$ cat src/rtl/ipv4_decoder_pkg.sv
// Shared types and constants for the IPv4 header decoder.
package ipv4_decoder_pkg;

   typedef enum logic [3:0] {
      IDLE, HDR_1, HDR_2, HDR_3, HDR_4, HDR_5, OPTION, PAYLOAD, FIN
   } state_e;

   localparam logic [3:0] IPV4_VERSION = 4'd4;
   localparam logic [3:0] IHL_MIN      = 4'd5;

   localparam logic [7:0] PROTO_ICMP = 8'd1;
   localparam logic [7:0] PROTO_TCP  = 8'd6;
   localparam logic [7:0] PROTO_UDP  = 8'd17;

   // One's-complement add of three halfwords with the end-around carry folded twice.
   function automatic logic [15:0] ones_add3(input logic [15:0] a, input logic [15:0] b,
                                             input logic [15:0] c);
      logic [17:0] t;
      logic [16:0] u;
      t = {2'b00, a} + {2'b00, b} + {2'b00, c};
      u = {1'b0, t[15:0]} + {15'd0, t[17:16]};
      return u[15:0] + {15'd0, u[16]};
   endfunction

endpackage

$ cat src/rtl/ipv4_decoder_if.sv
// Word-stream input and decoded-field outputs of the IPv4 decoder.
interface ipv4_decoder_if;
   logic [31:0] data;
   logic        start;
   logic [3:0]  version;
   logic [3:0]  ihl;
   logic [15:0] total_len;
   logic [15:0] ident;
   logic [2:0]  flags;
   logic [12:0] frag_off;
   logic [7:0]  ttl;
   logic [7:0]  protocol;
   logic [31:0] src_ip;
   logic [31:0] dest_ip;
   logic [15:0] len_payload;
   logic [31:0] payload_data;
   logic        payload_valid;
   logic        payload_start;
   logic        hdr_err;
   logic        fin;
   logic        ok;

   modport master (
      output data, start,
      input  version, ihl, total_len, ident, flags, frag_off, ttl, protocol,
             src_ip, dest_ip, len_payload, payload_data, payload_valid,
             payload_start, hdr_err, fin, ok
   );

   modport slave (
      input  data, start,
      output version, ihl, total_len, ident, flags, frag_off, ttl, protocol,
             src_ip, dest_ip, len_payload, payload_data, payload_valid,
             payload_start, hdr_err, fin, ok
   );
endinterface

$ cat src/rtl/ipv4_hdr_checksum.sv
// Enable-gated one's-complement accumulator over 32-bit words.
module ipv4_hdr_checksum
   import ipv4_decoder_pkg::*;
(
   input  logic        clk_i,
   input  logic        rst_i,
   input  logic        en_i,
   input  logic [31:0] word_i,
   output logic [15:0] sum_o
);

   logic [15:0] sum_q, sum_d;

   always_comb begin
      sum_d = sum_q;
      if (en_i) sum_d = ones_add3(sum_q, word_i[31:16], word_i[15:0]);
   end

   always_ff @(posedge clk_i) begin
      if (rst_i) sum_q <= '0;
      else       sum_q <= sum_d;
   end

   assign sum_o = sum_q;

endmodule

$ cat src/rtl/ipv4_decoder.sv
// IPv4 header decoder: captures header fields, checks the checksum and streams the payload.
module ipv4_decoder
   import ipv4_decoder_pkg::*;
#(
   parameter bit DROP_FRAG = 1'b1
) (
   input  logic           clk,
   input  logic           reset,
   ipv4_decoder_if.slave  bus
);

   state_e      state_q, state_d;
   logic [3:0]  version_q, ihl_q;
   logic [15:0] total_len_q, ident_q, len_payload_q;
   logic [2:0]  flags_q;
   logic [12:0] frag_off_q;
   logic [7:0]  ttl_q, protocol_q;
   logic [31:0] src_ip_q, dest_ip_q, payload_data_q;
   logic        payload_valid_q, payload_start_q, hdr_err_q, fin_q, ok_q;
   logic [3:0]  opt_cnt_q;
   logic [15:0] pay_cnt_q;

   logic [15:0] csum;
   logic        csum_en, hdr_bad, err_now, fragmented, ok_d;

   assign hdr_bad = (version_q != IPV4_VERSION) || (ihl_q < IHL_MIN) ||
                    (total_len_q < {10'd0, ihl_q, 2'b00});
   assign err_now    = hdr_err_q || ((state_q == HDR_1) && hdr_bad);
   assign fragmented = flags_q[0] || (frag_off_q != 13'd0);
   assign ok_d       = (csum == 16'hFFFF) && !err_now && !(DROP_FRAG && fragmented);
   assign csum_en    = (state_d inside {HDR_1, HDR_2, HDR_3, HDR_4, HDR_5, OPTION});

   always_comb begin
      state_d = state_q;
      unique case (state_q)
         IDLE:    if (bus.start) state_d = HDR_1;
         HDR_1:   state_d = hdr_bad ? FIN : HDR_2;
         HDR_2:   state_d = HDR_3;
         HDR_3:   state_d = HDR_4;
         HDR_4:   state_d = HDR_5;
         HDR_5, OPTION: begin
            if (opt_cnt_q != 4'd0)      state_d = OPTION;
            else if (pay_cnt_q != '0)   state_d = PAYLOAD;
            else                        state_d = FIN;
         end
         PAYLOAD: if (pay_cnt_q == '0) state_d = FIN;
         FIN:     state_d = FIN;
         default: state_d = IDLE;
      endcase
   end

   ipv4_hdr_checksum u_csum (
      .clk_i  (clk),
      .rst_i  (reset),
      .en_i   (csum_en),
      .word_i (bus.data),
      .sum_o  (csum)
   );

   // Outputs are registered from the next state so each field lands the cycle after its word.
   always_ff @(posedge clk) begin
      if (reset) begin
         state_q         <= IDLE;
         version_q       <= '0;
         ihl_q           <= '0;
         total_len_q     <= '0;
         ident_q         <= '0;
         flags_q         <= '0;
         frag_off_q      <= '0;
         ttl_q           <= '0;
         protocol_q      <= '0;
         src_ip_q        <= '0;
         dest_ip_q       <= '0;
         len_payload_q   <= '0;
         payload_data_q  <= '0;
         payload_valid_q <= 1'b0;
         payload_start_q <= 1'b0;
         hdr_err_q       <= 1'b0;
         fin_q           <= 1'b0;
         ok_q            <= 1'b0;
         opt_cnt_q       <= '0;
         pay_cnt_q       <= '0;
      end else begin
         state_q <= state_d;
         case (state_d)
            HDR_1: begin
               version_q   <= bus.data[31:28];
               ihl_q       <= bus.data[27:24];
               total_len_q <= bus.data[15:0];
               opt_cnt_q   <= bus.data[27:24] - IHL_MIN;
               pay_cnt_q   <= bus.data[15:0] - {10'd0, bus.data[27:24], 2'b00};
            end
            HDR_2: begin
               ident_q    <= bus.data[31:16];
               flags_q    <= bus.data[15:13];
               frag_off_q <= bus.data[12:0];
            end
            HDR_3: begin
               ttl_q      <= bus.data[31:24];
               protocol_q <= bus.data[23:16];
            end
            HDR_4:   src_ip_q  <= bus.data;
            HDR_5:   dest_ip_q <= bus.data;
            OPTION:  opt_cnt_q <= opt_cnt_q - 4'd1;
            // The last partial word is passed whole, so the counter saturates at zero.
            PAYLOAD: pay_cnt_q <= (pay_cnt_q > 16'd4) ? pay_cnt_q - 16'd4 : '0;
            FIN: begin
               fin_q         <= 1'b1;
               hdr_err_q     <= err_now;
               ok_q          <= ok_d;
               len_payload_q <= total_len_q - {10'd0, ihl_q, 2'b00};
            end
            default: ;
         endcase
         payload_valid_q <= (state_d == PAYLOAD);
         payload_data_q  <= (state_d == PAYLOAD) ? bus.data : '0;
         payload_start_q <= (state_d == PAYLOAD) && (state_q != PAYLOAD);
      end
   end

   assign bus.version       = version_q;
   assign bus.ihl           = ihl_q;
   assign bus.total_len     = total_len_q;
   assign bus.ident         = ident_q;
   assign bus.flags         = flags_q;
   assign bus.frag_off      = frag_off_q;
   assign bus.ttl           = ttl_q;
   assign bus.protocol      = protocol_q;
   assign bus.src_ip        = src_ip_q;
   assign bus.dest_ip       = dest_ip_q;
   assign bus.len_payload   = len_payload_q;
   assign bus.payload_data  = payload_data_q;
   assign bus.payload_valid = payload_valid_q;
   assign bus.payload_start = payload_start_q;
   assign bus.hdr_err       = hdr_err_q;
   assign bus.fin           = fin_q;
   assign bus.ok            = ok_q;

endmodule

$ cat src/flat_wrapper.sv
// flat-port wrapper written by rule: the top's interface ports become plain ports
module ipv4_decoder_flat import ipv4_decoder_pkg::*;
#(
   parameter bit DROP_FRAG = 1'b1
)
  (clk, reset, bus_data, bus_start, bus_version, bus_ihl, bus_total_len, bus_ident, bus_flags, bus_frag_off, bus_ttl, bus_protocol, bus_src_ip, bus_dest_ip, bus_len_payload, bus_payload_data, bus_payload_valid, bus_payload_start, bus_hdr_err, bus_fin, bus_ok);
  ipv4_decoder_if bus_i ();
  input  logic clk;
  input  logic reset;
  input wire logic [$bits(bus_i.data)-1:0] bus_data;
  input wire logic [$bits(bus_i.start)-1:0] bus_start;
  output wire logic [$bits(bus_i.version)-1:0] bus_version;
  output wire logic [$bits(bus_i.ihl)-1:0] bus_ihl;
  output wire logic [$bits(bus_i.total_len)-1:0] bus_total_len;
  output wire logic [$bits(bus_i.ident)-1:0] bus_ident;
  output wire logic [$bits(bus_i.flags)-1:0] bus_flags;
  output wire logic [$bits(bus_i.frag_off)-1:0] bus_frag_off;
  output wire logic [$bits(bus_i.ttl)-1:0] bus_ttl;
  output wire logic [$bits(bus_i.protocol)-1:0] bus_protocol;
  output wire logic [$bits(bus_i.src_ip)-1:0] bus_src_ip;
  output wire logic [$bits(bus_i.dest_ip)-1:0] bus_dest_ip;
  output wire logic [$bits(bus_i.len_payload)-1:0] bus_len_payload;
  output wire logic [$bits(bus_i.payload_data)-1:0] bus_payload_data;
  output wire logic [$bits(bus_i.payload_valid)-1:0] bus_payload_valid;
  output wire logic [$bits(bus_i.payload_start)-1:0] bus_payload_start;
  output wire logic [$bits(bus_i.hdr_err)-1:0] bus_hdr_err;
  output wire logic [$bits(bus_i.fin)-1:0] bus_fin;
  output wire logic [$bits(bus_i.ok)-1:0] bus_ok;
  assign bus_i.data = bus_data;
  assign bus_i.start = bus_start;
  assign bus_version = bus_i.version;
  assign bus_ihl = bus_i.ihl;
  assign bus_total_len = bus_i.total_len;
  assign bus_ident = bus_i.ident;
  assign bus_flags = bus_i.flags;
  assign bus_frag_off = bus_i.frag_off;
  assign bus_ttl = bus_i.ttl;
  assign bus_protocol = bus_i.protocol;
  assign bus_src_ip = bus_i.src_ip;
  assign bus_dest_ip = bus_i.dest_ip;
  assign bus_len_payload = bus_i.len_payload;
  assign bus_payload_data = bus_i.payload_data;
  assign bus_payload_valid = bus_i.payload_valid;
  assign bus_payload_start = bus_i.payload_start;
  assign bus_hdr_err = bus_i.hdr_err;
  assign bus_fin = bus_i.fin;
  assign bus_ok = bus_i.ok;
  ipv4_decoder #(.DROP_FRAG(DROP_FRAG)) u_core (.clk(clk), .reset(reset), .bus(bus_i));
endmodule
$ cat config.mk
export PLATFORM = sky130hd
export DESIGN_NAME = ipv4_decoder_flat
export DESIGN_NICKNAME = d
export VERILOG_FILES = /design/src/rtl/ipv4_decoder_pkg.sv /design/src/rtl/ipv4_decoder_if.sv /design/src/rtl/ipv4_hdr_checksum.sv /design/src/rtl/ipv4_decoder.sv /design/src/flat_wrapper.sv
export SDC_FILE = /design/constraint.sdc
export NUM_CORES = 1
export LEC_CHECK = 0
export CAP_MARGIN = 20
export CORE_MARGIN = 5
export CORE_UTILIZATION = 45
export CTS_BUF_LIST = sky130_fd_sc_hd__clkbuf_16
export DETAILED_ROUTE_END_ITERATION = 10
export DONT_BUFFER_PORTS = 1
export HOLD_SLACK_MARGIN = 0.03
export SYNTH_ARGS = -nofsm -noshare
export SYNTH_HDL_FRONTEND = slang
export SYNTH_SLANG_ARGS = --single-unit
$ cat constraint.sdc
create_clock -name clk -period 13.1 [get_ports clk]
set_clock_uncertainty 0.2 [all_clocks]
set_input_delay 1.31 -clock clk [delete_from_list [all_inputs] [get_ports clk]]
set_output_delay 1.31 -clock clk [all_outputs]
set_load 0.01 [all_outputs]
==> results.toml, run 1 <==
[clock_network]
cts_max_level = 1
cts_buffers = 25
root_buffer = "clkbuf_16"
worstSkewPairLatency_ns = 0.54
hold_buffers = 0
clock_path_buffers = 3
cts.clk_slew.worst_paths_ns = 0.06
cts-resized-gates = 0
post-cts-setup-buffer-count = 0
cts_sinks = 229
tritoncts = "done"

[yosys]
postSynthAreaPerCell_sq_um = 8.14
synth_nets = 1473
synth_top_area_frac = 0.407
yosys_warnings = 0
synth-simple-area-share = 0.235
synth_compound_area_frac = 0.160
yosysTopAreaCell = "dfxtp_1"
synth_fa_ha_area_frac = 0.0654
ys.flop_type = "dfxtp_1"
synthMuxAreaShare = 0.0375
syn_inst = 1383
synth_top_family_by_area = "simple AND/OR/NAND/NOR gates"
syn_area_sq_mm = 0.0113
netlist_top_cells_area = "dfxtp_1 (41%), nand2_1 (9.1%), a21oi_1 (6.8%)"
synth_edf_count = 0
ys_seq_elements = 229
synth-xor-area-share = 0.0541
async_reset_ff_frac = 0
netlist-cell-type-count = 71
yosysSeqAreaShare = 0.407

[place]
dp_hpwl_um = 25400
post_dp_cell_area_sq_mm = 0.0114
io_buffers = 0
place_congestion = 0.881
dp_cells = 1636

[grt]
grt_pass1_wl_um = 54100
grt_usage = 0.241
grt_max_degree = 207
grt_pass1_vias = 8983
grt_antenna_before_repair = 3
grt_overflow_total = 0

[die]
rows = 57
dieArea_sq_mm = 0.0283
ios = 224
start_util = 0.460
dieWidth_um = 168
core_area_sq_mm = 0.0245
fp.dieH_um = 168

[final_layout]
multi_input_area_sq_mm = 0.00624
final_cell_mix = "nand2_1 (272), dfxtp_1 (229), a21oi_1 (152)"
nFillCells = 2405
syn2layout_area_growth_pct = 8.40
seqCellArea_sq_mm = 0.00458
layout.nets = 1430
fin_cells = 1678
fin_area_sq_mm = 0.0122
drive_gt1_frac = 0.0517
antenna_cells = 0
final_common_cell = "nand2_1"

[min_path]
hold_path_class = "reg -> reg"

[drt]
detail-route-antenna-nets = 0
vias = 9664
drc_errors = 0
drt_iter0_markers = 708
wire_per_inst_um = 21.5
via_per_inst = 5.76
firstDrtPassIters = 5
wirelength_um = 36100

[power]
leakagePower_nw = 4.45
ir_drop_v = 0.000111
internal_power_mw = 1.52
combPwrFrac = 0.415
power_density_mw_per_mm2 = 206
sw_frac_of_total = 0.396
p_seq_frac = 0.323
clockPowerShare = 0.262
net-switching-power_uw = 995

[sta]
min_period_over_period = 0.671
final.min_clock_period_ns = 8.79
finalMaxSlewViolations = 0
finalSetupTns_ns = 0
hold_viol_final = 0
fmax_mhz = 114
setup_viol = 0
tightest_slew_ns = 0.796
rsz0062_at_grt = "false"
slew_headroom = 0.462

[worst_setup_path]
crit_slowest_cell = "o41ai_1"
cp_slowest_stage_delay_ns = 0.66
worstSetupStartpointType = "input pin"
crit_type = "in -> reg"
cp.required_ns = 13.33
critPathMaxFanout = 8
arrival_ns = 9.02
cp-end-kind = "flop"

[job]
cap_violations = 0

[run_status]
status = "finished clean"
[final timing paths]
| check | start | endpoint | slack (ns) | cells after the start |
|---|---|---|---|---|
| setup / recovery | bus_data[17] | u_core.u_csum.sum_o[12]$_SDFFE_PP0P_ | 4.31 | 33 |
| hold / removal | u_core.pay_cnt_q[0]$_SDFFE_PP0P_ | u_core.pay_cnt_q[0]$_SDFFE_PP0P_ | 0.26 | 2 |
| setup reg to reg | u_core.u_csum.sum_o[0]$_SDFFE_PP0P_ | u_core.u_csum.sum_o[12]$_SDFFE_PP0P_ | 4.64 | 35 |
| hold reg to reg | u_core.pay_cnt_q[0]$_SDFFE_PP0P_ | u_core.pay_cnt_q[0]$_SDFFE_PP0P_ | 0.26 | 2 |
[metal layers]
layer / part of all wire / track usage / up-vias
met5: 0 / 0 / -
met4: 0.035 / 0.0914 / 0
met3: 0.076 / 0.0631 / 71
met2: 0.48 / 0.397 / 330
met1: 0.41 / 0.304 / 4573
li1: - / - / 4690
[cell usage after synthesis, types with 10 or more instances]
| cell type | n |
|---|---|
| xor2_1 | 26 |
| dfxtp_1 | 229 |
| nand3_1 | 18 |
| inv_1 | 38 |
| nor2b_1 | 10 |
| nor4_1 | 16 |
| nand2_1 | 272 |
| a211oi_1 | 21 |
| o21ai_0 | 42 |
| ha_1 | 50 |
| a21oi_1 | 152 |
| nor3_1 | 37 |
| clkbuf_1 | 75 |
| xnor2_1 | 39 |
| mux2i_1 | 41 |
| and2_1 | 25 |
| nor2_1 | 124 |
[power by group through the flow]
stage	Sequential [mW]	Clock (mW)	Combinational [mW]
global route	0.819	0.702	1.15
detailed placement	0.828	0	1.03
finish	0.813	0.658	1.04
CTS	0.812	0.669	1.04
global placement	0.827	0	1.03
floorplan	0.804	0	0.831
[kinds of logic (layout without fill, tap and decap cells)]
logic type / count (synthesis) / count (layout)
and+or+nand+nor: 574 / 574
AOI/OAI and AO/OA: 297 / 297
DFF: 229 / 229
buffers and inverters: 118 / 89
xor gates and xnor gates: 67 / 67
adders and majority gates: 56 / 56
muxes: 42 / 42
[final cells by class]
class	instances	area share
Clock buffer	25	0.0513
Clock inverter	16	0.00995
Inverter	38	0.0117
Multi-Input combinational cell	1036	0.512
Sequential cell	229	0.376
Tap cell	324	0.0332
Timing Repair Buffer	10	0.00646
[critical path, delay by kind of cell]
kind	cells	cell delay, ns
compound gates	15	3.07
simple gates	10	2.71
fa+ha+maj	6	1.62
xor+xnor	2	0.30
[sequential cells by signal, indices dropped and copies added (netlist names), 8 cells and up]
name / cells
u_core.bus.payload_data: 32
u_core.bus.len_payload: 16
u_core.bus.dest_ip: 32
u_core.bus.src_ip: 32
u_core.bus.ttl: 8
u_core.u_csum.sum_o: 16
u_core.bus.ident: 16
u_core.bus.frag_off: 13
u_core.bus.total_len: 16
u_core.pay_cnt_q: 16
u_core.bus.protocol: 8
[stage by stage]
stage	hold WS (ns)	power, mW	util	setup WS (ns)
2_1_floorplan	0.236	1.64	-	4.77
3_3_place_gp	0.246	1.86	0.468	3.95
3_5_place_dp	0.252	1.86	0.468	3.83
4_1_cts	0.263	2.52	0.498	4.37
5_1_grt	0.277	2.67	0.499	3.63
6_report	0.260	2.51	0.499	4.31
Power figures use the tool's default switching activity.
==> run 2, diff against run 1 <==
clock period = 8.64 ns   (was 13.1 ns; I/O delays follow)
==> run 2 against run 1 <==
  * First-iteration DRC count rose by 6.5%
  * Total power rose by 56%
  * Utilization up 0.52 points
  * Highest routed layer unchanged
  * Combinational power grew 55%
  * Final area grew 1.0%
  * Global-route usage fell by 0.16 points
  * Sequential power rose by 51%
==> results.toml, run 2 (synthesis results as in run 1) <==
[worst_setup_path]
cp.required_ns = 8.86
cp.buffers_inverters = 1
cp_slowest_stage_delay_ns = 0.49
crit_type = "reg -> reg"
critPathMaxFanout = 6
path_delay_family = "simple AND/OR/NAND/NOR gates"
arrival_ns = 8.24
worstSetupStartpointType = "flop"
crit_slowest_cell = "or3_1"
crit_path_frequent_cell = "ha_1"
cp-end-kind = "flop"

[grt]
grt_antenna_before_repair = 2
grt_max_degree = 207
grt_usage = 0.239
grt_pass1_wl_um = 53700
grt_pass1_vias = 8861
grt_overflow_total = 0

[sta]
hold_viol_final = 0
hold_slack_ns = 0.195
slew_headroom = 0.460
finalMaxSlewViolations = 0
final.min_clock_period_ns = 8.02
min_period_over_period = 0.928
setup_viol = 0
tightest_slew_ns = 0.798
rsz0062_at_grt = "false"
fmax_mhz = 125

[die]
start_util = 0.460
dieWidth_um = 168
fp.dieH_um = 168
ios = 224
rows = 57
dieArea_sq_mm = 0.0283
core_area_sq_mm = 0.0245

[clock_network]
tritoncts = "done"
cts_sinks = 229
hold_buffers = 0
cts_buffers = 25
cts-resized-gates = 0
clock_path_buffers = 3
worstSkewPairLatency_ns = 0.53
cts.clk_slew.worst_paths_ns = 0.06
root_buffer = "clkbuf_16"
post-cts-setup-buffer-count = 0
cts_max_level = 1

[final_layout]
final_common_cell = "nand2_1"
layout.nets = 1434
multi_input_area_sq_mm = 0.00627
fin_cells = 1686
utilization = 0.504
seqCellArea_sq_mm = 0.00458
syn2layout_area_growth_pct = 9.53
nFillCells = 2365
drive_gt1_frac = 0.0595
antenna_cells = 0
final_cell_mix = "nand2_1 (272), dfxtp_1 (229), a21oi_1 (152)"

[power]
ir_drop_v = 0.000168
leakagePower_nw = 4.50
p_total_mw = 3.91
power_density_mw_per_mm2 = 317

[drt]
drt_iter0_markers = 754
detail-route-antenna-nets = 0
wire_per_inst_um = 21.4
via_per_inst = 5.69
firstDrtPassIters = 5
drc_errors = 0
vias = 9600
wirelength_um = 36000

[min_path]
hold_path_class = "in -> reg"

[place]
io_buffers = 0
dp_hpwl_um = 25400
place_congestion = 0.905
dp_cells = 1640

[job]
cap_violations = 0

[run_status]
status = "finished clean"
[run 2: worst register-to-register path: cells and delay by family, from the launching register on]
kind | cells | cell delay [ns]
flip-flops | 1 | 0.43
XOR/XNOR | 2 | 0.29
buffers and inverters | 1 | 0.05
AND/OR/NAND/NOR | 11 | 2.76
AO/OA/AOI/OAI | 14 | 2.31
adder cells (fa/ha/maj) | 7 | 1.87
[run 2: layout make-up]
| type | instances | share of cell area |
|---|---|---|
| clock inverters | 20 | 0.0155 |
| multi-input cells | 1036 | 0.508 |
| flip-flops and latches | 229 | 0.372 |
| well taps | 324 | 0.0329 |
| clock buffers | 25 | 0.0507 |
| repair buffers | 14 | 0.00913 |
| inverters | 38 | 0.0116 |
[run 2: report_power, final]
part           internal (mW)  switching [mW]  total (mW)
combinational          0.624           0.985        1.61
clock                  0.621           0.449        1.07
sequential              1.13          0.0978        1.23
total                   2.38            1.53        3.91
[run 2: stage by stage]
stage | setup slack [ns] | setup TNS (ns) | cell area (sq um)
floorplan | 0.756 | 0 | 11300
global placement | 0.0843 | 0 | 11500
detailed placement | -0.0704 | -0.115 | 11500
CTS | 0.282 | 0 | 12300
global route | 0.0271 | 0 | 12300
finish | 0.619 | 0 | 12300
[run 2: worst paths after layout]
check | from | endpoint | slack, ns | cells past startpoint
setup / recovery | u_core.u_csum.sum_o[0]$_SDFFE_PP0P_ | u_core.u_csum.sum_o[12]$_SDFFE_PP0P_ | 0.62 | 35
hold / removal | reset | u_core.bus.len_payload[8]$_SDFFE_PP0N_ | 0.20 | 1
setup reg to reg | u_core.u_csum.sum_o[0]$_SDFFE_PP0P_ | u_core.u_csum.sum_o[12]$_SDFFE_PP0P_ | 0.62 | 35
hold reg to reg | u_core.pay_cnt_q[0]$_SDFFE_PP0P_ | u_core.pay_cnt_q[0]$_SDFFE_PP0P_ | 0.26 | 2
[run 2: metal layers]
metal,track usage,vias up,share of wire
li1,-,4681,-
met1,0.303,4588,0.42
met2,0.408,287,0.49
met3,0.0537,44,0.068
met4,0.0730,0,0.027
met5,0,-,0
==> run 3, diff against run 2 <==
CELL_PAD_IN_SITES_DETAIL_PLACEMENT = 2   (was not set)
CELL_PAD_IN_SITES_GLOBAL_PLACEMENT = 2   (was not set)
CORE_UTILIZATION = 37   (was 45)
PLACE_DENSITY_LB_ADDON = 0.1   (was not set)
==> run 3 against run 2 <==
  * Combinational power increased by 3%
  * Total power up 0.16%
  * Register-to-register slack about the same
==> results.toml, run 3 (synthesis results as in run 1) <==
[final_layout]
syn2layout_area_growth_pct = 9.84
drive_gt1_frac = 0.0556
fin_cells = 1758
final_common_cell = "nand2_1"
antenna_cells = 0
utilization = 0.414
layout.nets = 1439
final_cell_mix = "nand2_1 (272), dfxtp_1 (229), a21oi_1 (152)"

[place]
dp_cells = 1710
place_congestion = 0.851
dpl_worst_slack_ns = -0.0588
io_buffers = 0
dp_hpwl_um = 31200

[sta]
min_period_over_period = 0.930
hold_slack_ns = 0.213
fmax_mhz = 124
setup_viol = 0
final.min_clock_period_ns = 8.03
tightest_slew_ns = 1.06
rsz0062_at_grt = "false"
fin_ws_ns = 0.607
finalMaxSlewViolations = 0
slew_headroom = 0.291
hold_viol_final = 0

[drt]
via_per_inst = 5.61
drt_iter0_markers = 442
drc_errors = 0
detail-route-antenna-nets = 0
wire_per_inst_um = 24.4
firstDrtPassIters = 7
wl_met3_um = 2640
drt-met1-wl_um = 17800
vias = 9861
wirelength_um = 42800
top_layer = "met4"
dr_wl_met2_um = 21300

[worst_setup_path]
critPathMaxFanout = 6
cp-end-kind = "flop"
crit_path_frequent_cell = "ha_1"
crit_type = "reg -> reg"
worstSetupStartpointType = "flop"
crit_slowest_cell = "or3_4"
cp.required_ns = 8.86
arrival_ns = 8.25
cp_slowest_stage_delay_ns = 0.47

[clock_network]
cts.clk_slew.worst_paths_ns = 0.06
tritoncts = "done"
worstSkewPairLatency_ns = 0.54
cts_buffers = 27
root_buffer = "clkbuf_16"
clock_path_buffers = 3
cts_max_level = 1
hold_buffers = 0
cts_sinks = 229

[die]
core_area_sq_mm = 0.0299
ios = 224
start_util = 0.377
fp.dieH_um = 184
dieWidth_um = 184
rows = 63
dieArea_sq_mm = 0.0340

[power]
leakagePower_nw = 4.51
power_density_mw_per_mm2 = 317
p_total_mw = 3.92
ir_drop_v = 0.000204

[run_status]
status = "finished clean"

[grt]
grt_pass1_vias = 10600
grt_usage = 0.244
grt_max_degree = 207
grt_antenna_before_repair = 1
grt_overflow_total = 0
grt_pass1_wl_um = 64800

[job]
cap_violations = 0

[min_path]
hold_path_class = "in -> reg"
[run 3: changes by cell type in the layout (fill, tap and decap cells not counted), moves of 2 or more]
cell and change:
inv_1 +9, clkinv_2 -3, bufinv_16 -3, clkinvlp_4 -2, buf_4 +4, clkbuf_16 +2
[run 3: worst max-delay path, delay by kind of cell (launching register included)]
kind,cells,cell delay (ns)
and+or+nand+nor,12,2.73
AOI/OAI and AO/OA,13,2.36
adders and majority gates,7,1.81
DFF,1,0.41
xor gates and xnor gates,2,0.35
buffers and inverters,1,0.06
[run 3: layer usage]
metal | track usage | up-vias
li1 | - | 4688
met1 | 0.298 | 4912
met2 | 0.433 | 210
met3 | 0.0618 | 51
met4 | 0.0553 | 0
met5 | 0 | -
[run 3: what timing repair did]
item,in CTS,in global routing
resized for setup,0,5
setup buffers,0,0
setup endpoints to repair,0,7
[run 3: cell type report]
type | instances | area, sq um
Clock inverter | 21 | 88.8
Sequential cell | 229 | 4580
Fill cell | 3345 | 17500
Multi-Input combinational cell | 1036 | 6260
Clock buffer | 27 | 676
Inverter | 38 | 143
Timing Repair Buffer | 17 | 128
Tap cell | 390 | 488
[run 3: report_power, final]
part,switching [mW],internal (mW)
registers,0.107,1.13
clock network,0.450,0.560
logic,1.04,0.620
[run 3: path summary, 6_finish.rpt]
kind	start	endpoint	slack [ns]	cells after the start
worst max-delay path	u_core.u_csum.sum_o[0]$_SDFFE_PP0P_	u_core.u_csum.sum_o[12]$_SDFFE_PP0P_	0.61	35
worst min-delay path	reset	u_core.bus.src_ip[2]$_SDFFE_PP0P_	0.21	1
worst max register to register	u_core.u_csum.sum_o[0]$_SDFFE_PP0P_	u_core.u_csum.sum_o[12]$_SDFFE_PP0P_	0.61	35
worst min register to register	u_core.pay_cnt_q[1]$_SDFFE_PP0P_	u_core.pay_cnt_q[1]$_SDFFE_PP0P_	0.28	2
[run 3: metrics by stage]
| step | setup TNS, ns | cell area [sq um] |
|---|---|---|
| floorplan | 0 | 11300 |
| global placement | 0 | 11600 |
| detailed placement | -0.0967 | 11600 |
| CTS | 0 | 12400 |
| global route | 0 | 12400 |
| finish | 0 | 12400 |
==> RTL change 1 (settings of run 3) <==
Take the reset off `payload_data_q` and load it in a clocked block of its own.
--- a/src/rtl/ipv4_decoder.sv
+++ b/src/rtl/ipv4_decoder.sv
@@ -74,3 +74,2 @@
          len_payload_q   <= '0;
-         payload_data_q  <= '0;
          payload_valid_q <= 1'b0;
@@ -115,5 +114,8 @@
          payload_valid_q <= (state_d == PAYLOAD);
-         payload_data_q  <= (state_d == PAYLOAD) ? bus.data : '0;
          payload_start_q <= (state_d == PAYLOAD) && (state_q != PAYLOAD);
       end
+   end
+
+   always_ff @(posedge clk) begin
+      payload_data_q <= (state_d == PAYLOAD) ? bus.data : '0;
    end
Behaviour: not the same (a bounded check fails within 10 cycles, from zero or initial values and one cycle with reset high; the reset may be asserted at any time).
==> RTL change 1 against run 3 <==
Synthesized area increased by 0.86%; largest power group unchanged; first-iteration DRC count decreased by 7.7%; critical endpoint is now u_core.u_csum.sum_o[11]; combinational power increased by 9%; global-route usage decreased by 0.079 points; highest routed layer unchanged; critical path depth increased by 3; total power increased by 4.1%; design area increased by 0.29%; wire length increased by 0.84%; die area increased by 0.81%; cell count unchanged; setup slack improved by 0.0046 ns; largest cell class unchanged; sequential cell count unchanged.
==> RTL change 1: results <==
metrics = {
    "worst_hold_path": {
        "min-delay-start": "reset",
        "hold_end": "u_core.bus.ident[10]",
        "hold_path_depth": 1,
    },
    "route": {
        "vias_per_cell": 5.63,
        "route.final.wire_length_mm": 43.2,
        "drt_iter0_drc": 408,
        "dr.pass1.iters": 4,
    },
    "power_and_ir_drop": {
        "cell_internal_pwr_mw": 2.40,
        "peakVddDrop_mv": 0.197,
        "seq_power_share_pct": 30.4,
        "clkPwrFrac_pct": 25.2,
        "p_leak_nw": 4.79,
    },
    "placement": {
        "place_ws_ns": 0.152,
        "place_inst": 1711,
        "postPlaceCellArea_mm2": 0.0116,
        "dp_hpwl_mm": 31.2,
        "place.gp.congestion": 0.858,
    },
    "logic_synthesis": {
        "synth_area_leaders": "dfxtp_1 40%, nand2_1 8.5%, a21oi_1 7.0%, ha_1 5.5%, nor2_1 4.6%",
        "yosys-top-cells-count": "257 x nand2_1, 229 x dfxtp_1, 159 x a21oi_1",
        "synth_cell_types": 87,
        "syn_area_mm2": 0.0114,
        "synth.mux.area_fraction_pct": 2.82,
        "synth_fa_ha_area_share_pct": 6.48,
        "syn_inst": 1385,
        "synth_nets": 1475,
        "synth-compound-area-share_pct": 17.1,
        "synth_xor_area_share_pct": 5.35,
    },
    "cells_and_area": {
        "multi_input_gates": 1037,
        "clkCellAreaFrac_pct": 6.30,
        "buffers": 11,
        "drive_gt1_share_pct": 5.44,
        "fin_cells": 1758,
        "multi_input_area_share_pct": 50.9,
        "sh_seq_area_pct": 37.0,
        "diodes": 1,
        "bufAreaShareNonClock_pct": 0.666,
        "nFillCells": 3477,
        "areaGrowthSynthToFinish_pct": 9.23,
        "final_nets": 1434,
    },
    "setup_path": {
        "r2r_end": "u_core.u_csum.sum_o[11]",
        "worstPathArrival_ns": 8.26,
        "rr_worst_depth": 38,
        "crit_fanout": 8,
        "crit_path_top_delay_cell": "or3_1",
    },
    "grt": {
        "antenna_found_initial": 0,
        "grt_pass1_wl_mm": 64.7,
        "grt_use_total_pct": 24.3,
        "grt_start_max_net_pins": 197,
        "grt_pass1_vias": 10500,
    },
    "sta": {
        "period_share_pct": 92.9,
        "whs_ns": 0.205,
        "worstMarginPinSlew_ns": 0.915,
    },
    "outcome": {
        "outcome": "completed",
    },
}
RTL change 1: cell types whose count changed after synthesis, moves of 6 or more:
cell / before / now
nor2_1: 124 / 140
nand2_1: 272 / 257
clkbuf_1: 75 / 61
nor3_1: 37 / 24
buf_2: 0 / 11
mux2i_1: 41 / 32
a21oi_1: 152 / 159
a211o_1: 7 / 1
nand2b_1: 8 / 14
nand3_1: 18 / 12
nor4_1: 16 / 10
o21ai_0: 42 / 36
RTL change 1: per-layer routing:
| layer | up-vias | GRT usage (%) | part of all wire (%) |
|---|---|---|---|
| met5 | - | 0 | 0 |
| met4 | 0 | 7.37 | 3.3 |
| met3 | 70 | 5.66 | 5.8 |
| met2 | 206 | 42.6 | 50 |
| met1 | 4954 | 29.7 | 41 |
| li1 | 4672 | - | - |
==> RTL change 2 (settings of run 3) <==
Made on the original files. `DROP_FRAG` is set to 1'b1 in 2 places; all go to 1'b0.
--- a/src/rtl/ipv4_decoder.sv
+++ b/src/rtl/ipv4_decoder.sv
@@ -4,3 +4,3 @@
 #(
-   parameter bit DROP_FRAG = 1'b1
+   parameter bit DROP_FRAG = 1'b0
 ) (
--- a/src/flat_wrapper.sv
+++ b/src/flat_wrapper.sv
@@ -3,3 +3,3 @@
 #(
-   parameter bit DROP_FRAG = 1'b1
+   parameter bit DROP_FRAG = 1'b0
 )
Formal check against the unedited RTL: not equivalent (a bounded check fails within 10 cycles, from zero or initial values and one cycle with reset high).
==> RTL change 2 against run 3 <==
Synthesized area about the same; first-iteration DRC count decreased by 5.4%; combinational power rose by 18%; clock power increased by 13%; critical path depth increased by 4; sequential share of layout area fell by 0.52 points; setup slack improved by 0.017 ns; sequential cell count unchanged; wire length grew 3.2%; design area grew 1.4%; count of clock-buffer cells in the layout unchanged; total power is 11% higher; critical endpoint is now u_core.u_csum.sum_o[14]; largest cell class unchanged.
==> RTL change 2: results <==
metrics = {
    "outcome": {
        "outcome": "completed",
    },
    "logic_synthesis": {
        "synth_fa_ha_area_share_pct": 6.54,
        "synth_area_leaders": "dfxtp_1 41%, nand2_1 8.5%, a21oi_1 7.8%, ha_1 5.6%, nor2_1 5.3%",
        "synth_cell_types": 81,
        "synth_xor_area_share_pct": 5.64,
        "yosysSeqAreaShare_pct": 40.7,
        "synth.mux.area_fraction_pct": 3.21,
        "synth-compound-area-share_pct": 16.6,
    },
    "grt": {
        "grt_use_total_pct": 25.2,
        "use_met1_pct": 29.9,
        "grt_start_max_net_pins": 195,
        "grt_pass1_wl_mm": 66.4,
        "grtUsageMet3_pct": 5.64,
        "use_met2_pct": 44.9,
    },
    "cells_and_area": {
        "fin_cells": 1782,
        "drive_gt1_share_pct": 6.83,
    },
    "route": {
        "vias_per_cell": 5.64,
        "wl_met3_mm": 2.46,
        "dr.pass1.iters": 4,
        "drt_iter0_drc": 418,
        "m1WireLength_mm": 18.1,
    },
    "placement": {
        "place_inst": 1730,
        "place_ws_ns": 0.0110,
        "dp_hpwl_mm": 31.5,
        "postPlaceCellArea_mm2": 0.0116,
    },
    "power_and_ir_drop": {
        "peakVddDrop_mv": 0.198,
        "p_leak_nw": 5.00,
    },
    "sta": {
        "setup_ws_ns": 0.624,
        "worstMarginPinSlew_ns": 1.05,
    },
    "setup_path": {
        "worstPathArrival_ns": 8.22,
        "crit_path_top_delay_cell": "or4_1",
    },
}
## RTL change 2: cell count changes after synthesis, sizes merged, moves of 10 or more
| cell | change |
|---|---|
| a21oi | +23 |
| nand2 | -17 |
| nand2b | +10 |
| and3 | +26 |
| and2 | -20 |
| nor3 | -13 |
| nor2 | +35 |
## RTL change 2: layout make-up
class | instances | area, um2
diodes | 2 | 5.00
clock buffers | 27 | 676
clock inverters | 23 | 200
fillers | 3368 | 17300
inverters | 41 | 154
multi-input cells | 1047 | 6260
flip-flops and latches | 229 | 4580
well taps | 390 | 488
repair buffers | 23 | 173
## RTL change 2: metrics by stage
| stage | hold slack [ns] | total power, mW |
|---|---|---|
| floorplan | 0.236 | 2.66 |
| global placement | 0.242 | 3.14 |
| detailed placement | 0.258 | 3.18 |
| CTS | 0.163 | 4.35 |
| global route | 0.152 | 4.61 |
| finish | 0.205 | 4.33 |
## RTL change 2: where the power goes
group	switching, mW	total (mW)	internal [mW]	leakage [nW]
sequential	0.0967	1.23	1.13	1.86
combinational	1.20	1.96	0.758	2.69
clock	0.480	1.14	0.661	0.453
## RTL change 2: kinds of logic after synthesis
| logic type | after synthesis |
|---|---|
| and+or+nand+nor | 581 |
| AOI/OAI and AO/OA | 304 |
| DFF | 229 |
| buffers and inverters | 117 |
| xor gates and xnor gates | 70 |
| adders and majority gates | 56 |
| muxes | 36 |
## RTL change 2: worst paths after layout
kind	from	endpoint	depth (start not counted)
worst max-delay path	u_core.u_csum.sum_o[0]	u_core.u_csum.sum_o[14]	39
worst min-delay path	reset	u_core.bus.src_ip[8]	1
worst max register to register	u_core.u_csum.sum_o[0]	u_core.u_csum.sum_o[14]	39
worst min register to register	u_core.pay_cnt_q[0]	u_core.pay_cnt_q[0]	2
